**src/rtl/demux_1to8_reg.sv**
```systemverilog
// Registered 1-to-8 demultiplexer: one input word is steered into one of eight
// single-entry holding slots, each drained by its own valid/ack handshake.
module demux_1to8_reg #(
  parameter int WIDTH = 32,
  parameter int CNT_W = 16
) (
  input  logic               iCLK,
  input  logic               iRST,
  input  logic [WIDTH-1:0]   iData,
  input  logic [2:0]         iSelect,
  input  logic               iValid,
  output logic               oReady,
  output logic [8*WIDTH-1:0] oData,
  output logic [7:0]         oValid,
  input  logic [7:0]         iAck,
  output logic [CNT_W-1:0]   oAccCount,
  output logic [CNT_W-1:0]   oStallCnt
);

  logic [7:0]       valid_reg;
  logic [CNT_W-1:0] acc_count_reg;
  logic [CNT_W-1:0] stall_count_reg;
  logic             accept;
  logic             stall;

  // An ack on the selected slot frees it in the same cycle, so a full slot
  // being drained can be refilled without a bubble.
  assign oReady = ~valid_reg[iSelect] | iAck[iSelect];
  assign accept = iValid & oReady;
  assign stall  = iValid & ~oReady;

  genvar gi;
  generate
    for (gi = 0; gi < 8; gi++) begin : g_slot
      logic [WIDTH-1:0] data_reg;
      logic             load;

      assign load = accept && (iSelect == 3'(gi));

      always_ff @(posedge iCLK) begin
        if (iRST) begin
          valid_reg[gi] <= 1'b0;
          data_reg      <= '0;
        end else if (load) begin
          valid_reg[gi] <= 1'b1;
          data_reg      <= iData;
        end else if (iAck[gi]) begin
          valid_reg[gi] <= 1'b0;
        end
      end

      assign oData[gi*WIDTH +: WIDTH] = data_reg;
    end
  endgenerate

  // Accept count wraps; stall count sticks at all-ones.
  always_ff @(posedge iCLK) begin
    if (iRST) begin
      acc_count_reg   <= '0;
      stall_count_reg <= '0;
    end else begin
      if (accept)
        acc_count_reg <= acc_count_reg + 1'b1;
      if (stall && (stall_count_reg != {CNT_W{1'b1}}))
        stall_count_reg <= stall_count_reg + 1'b1;
    end
  end

  assign oValid    = valid_reg;
  assign oAccCount = acc_count_reg;
  assign oStallCnt = stall_count_reg;

endmodule
```
**config.mk**
```make
export PLATFORM = sky130hd
export DESIGN_NAME = demux_1to8_reg
export DESIGN_NICKNAME = d
export VERILOG_FILES = /design/src/rtl/demux_1to8_reg.sv
export SDC_FILE = /design/constraint.sdc
export NUM_CORES = 1
export LEC_CHECK = 0
export CAP_MARGIN = 20
export CORE_AREA = 2 2 173 175
export CTS_BUF_LIST = sky130_fd_sc_hd__clkbuf_16
export CTS_CLUSTER_DIAMETER = 120
export DETAILED_ROUTE_END_ITERATION = 6
export DIE_AREA = 0 0 175 177
export PLACE_DENSITY_LB_ADDON = 0.25
export SYNTH_ARGS = -nofsm -noshare
export SYNTH_HDL_FRONTEND = slang
export SYNTH_SLANG_ARGS = --single-unit
```
**constraint.sdc**
```tcl
create_clock -name iCLK -period 2.4 [get_ports iCLK]
set_input_delay 0.48 -clock iCLK [delete_from_list [all_inputs] [get_ports iCLK]]
set_output_delay 0.48 -clock iCLK [all_outputs]
set_load 0.01 [all_outputs]
```
==> impl_metrics.yaml <==
outcome:
  status: "completed"
power_and_ir_drop:
  ir_drop_v: 0.0005082
  cellPowerDensity_nw_per_um2: 624.0
  p_leak_uw: 0.007595
synthesis:
  synth_area_leaders: "dfxtp_1 (53%), mux2i_1 (23%), nor2_1 (9.1%), clkbuf_1 (2.4%), a21oi_1 (1.5%)"
  synthSimpleGateAreaFrac_pct: 13.78
  netlist_instances: 1116
  synthXorXnorAreaFrac_pct: 0.07791
  synth_top_family_by_area: "multiplexers"
  syn_area_sq_um: 11240
  synth_top_flop_cell: "dfxtp_1"
  synth-edff-count: 0
  synth_seq_cells: 296
  synth_compound_gate_area_share_pct: 4.808
  async_flop_share_pct: 0
  ys_warn_count: 0
  synth_nets: 1164
  synth_top_area_share_pct: 52.71
  synth_area_leader_cell: "dfxtp_1"
  muxShareOfSynthArea_pct: 24.07
  yosys.area_share.adder_pct: 0.2226
  yosysUniqueCellTypes: 37
  synth_area_per_cell_sq_um: 10.07
  synth_seq_area_share_pct: 52.71
global_route:
  grt_pass1_wl_microns: 51500
  grt_pass1_vias: 9021
  antenna_found_initial: 1
  grt_usage_pct: 20.93
  grt_max_degree: 89
  overflow: 0
clock_network:
  clkSlewWorstSetupHoldPaths_ps: 60
  tritoncts: "done"
  cts.sinks: 296
  clock_path_buffers: 3
  clk_latency_ps: 560
  htree_levels: 1
  clockRootBuffer: "clkbuf_16"
  cts_buffers: 31
cells_and_area:
  final_cell_mix: "clkdlybuf4s50_1 (338), dfxtp_1 (296), nor2_1 (272)"
  nFillCells: 2522
  drive_gt1_share_pct: 7.734
  largest_register_ffs: 256
  final_common_cell: "clkdlybuf4s50_1"
  finalInstanceArea_sq_um: 16330
  area_delta_synth_final_pct: 45.23
  nNetsFinal: 1487
setup_path:
  crit_family: "buffers and inverters"
  path_cells: "clkdlybuf4s50_1 -> mux2_4 -> o22a_1 -> o22a_4 -> buf_6"
  cp_max_fo: 2
  critPathKind: "in2out"
  required_ps: 1920
  crit_arrival_ps: 1820
  end_kind: "primary output"
  cp_num_buf_inv: 2
  cp-start-kind: "primary input"
  crit_slowest_cell: "clkdlybuf4s50_1"
  critPathMaxStageDelay_ps: 440
sta:
  period_share_pct: 95.83
  setup-tns-final_ps: 0
  maxSlewViolCount: 0
  worst_pin_slew_ps: 482.4
  finalSetupViolations: 0
  clock_skew_ps: 8.264
  max_slew_margin_pct: 67.74
  hold_violations: 0
  fin_ws_ps: 100.1
  period_minus_slack_ps: 2300
  max_freq_ghz: 0.4348
  rsz0062_at_grt: "false"
detailed_routing:
  drt_iter0_markers: 531
  maxUsedRoutingLayer: "met4"
  wl_met2_microns: 15520
  routed_wl_microns: 33350
  drtPass1Iterations: 5
  drc: 0
  wl_met3_microns: 2735
  wl_per_cell_microns: 18.01
  num_vias: 9154
  met1_length_microns: 14280
  via_per_inst: 4.943
  ant_nets: 0
die:
  io_pins: 343
  row_count: 63
  initial_core_util_pct: 38.44
  die_w_microns: 175
  core-area_sq_um: 29240
  dieArea_sq_um: 30980
  die_y_microns: 177
placement:
  dp_hpwl_microns: 22920
  placed_cell_area_sq_um: 15430
  place.port_buffers: 342
  dp_slack_ps: -486.0
  gp_congestion: 0.8039
min_path:
  hp-class: "in2reg"
run:
  maxCapViolations: 0
-- per-stage QoR --
step | std cells | util (%) | hold WS, ps | total power, uW
after floorplan | 1116 | - | 504.6 | 5623
after detailed placement | 1795 | 52.77 | 482.4 | 6097
after CTS | 1851 | 55.81 | 359.9 | 10330
after global placement | 1795 | 52.77 | 472.7 | 6087
final | 1852 | 55.83 | 372.8 | 10190
after global routing | 1852 | 55.83 | 375.4 | 10580
-- final timing paths --
path,startpoint,to,slack [ps],cells after the start
setup / recovery,iAck[5],oReady,100,5
hold / removal,iRST,g_slot[0].data_reg[19]$_SDFFE_PP0P_,370,2
setup reg to reg,oValid[4]$_SDFFE_PP0P_,oStallCnt[7]$_SDFFE_PP0P_,280,7
hold reg to reg,g_slot[2].data_reg[19]$_SDFFE_PP0P_,g_slot[2].data_reg[19]$_SDFFE_PP0P_,490,2
-- routing by layer --
metal	global-route usage [%]	vias up
met1	26.08	4370
met4	5.625	0
li1	-	4454
met5	0	-
met2	34.67	281
met3	7.066	49
-- area by class of cell --
class	instances	area [sq um]	area share, %
diodes	1	2.502	0.01533
clock buffers	31	775.7	4.751
clock inverters	24	100.1	0.6131
inverters	8	30.03	0.1839
multi-input cells	707	4936	30.23
flip-flops and latches	296	5926	36.29
well taps	390	488.0	2.989
repair buffers	395	4069	24.92
-- Yosys cell counts, types with 8 or more instances --
library cell  number
inv_1              8
or4_1             19
buf_2             28
nand3_1           14
or3_1              9
mux2i_1          261
clkbuf_1          72
nand2b_1          11
a21oi_1           34
nand2_1           13
o31ai_1           18
o221ai_2           8
nor2_1           272
dfxtp_1          296
-- worst register-to-register path, cell delays in order, from the launching register on --
cell and delay [ps]:
dfxtp_1 390, mux2i_1 90, mux2_4 290, o22a_4 260
buf_4 140, buf_12 150, nor4_1 310, mux2_2 370
-- repair_timing --
action	CTS	global route
setup buffers	1	0
gates resized for setup	9	1
hold buffers	0	0
endpoints found under the setup margin	1	2
pin swaps	2	0
-- power by group --
| part | switching [uW] | leakage (uW) | total, uW | internal, uW |
|---|---|---|---|---|
| sequential | 56.5 | 0.00239 | 5070 | 5010 |
| combinational | 475 | 0.00473 | 915 | 440 |
| clock | 1890 | 0.000470 | 4200 | 2310 |
| total | 2430 | 0.00760 | 10200 | 7760 |
-- kinds of logic (layout without fill, tap and decap cells) --
logic type | after synthesis | count (layout)
xor+xnor | 1 | 1
mux | 269 | 269
buf+inv | 113 | 458
compound gates | 75 | 75
simple gates | 360 | 360
flops | 296 | 296
other cells | 0 | 1
fa+ha+maj | 2 | 2
Power figures use the tool's default switching activity.
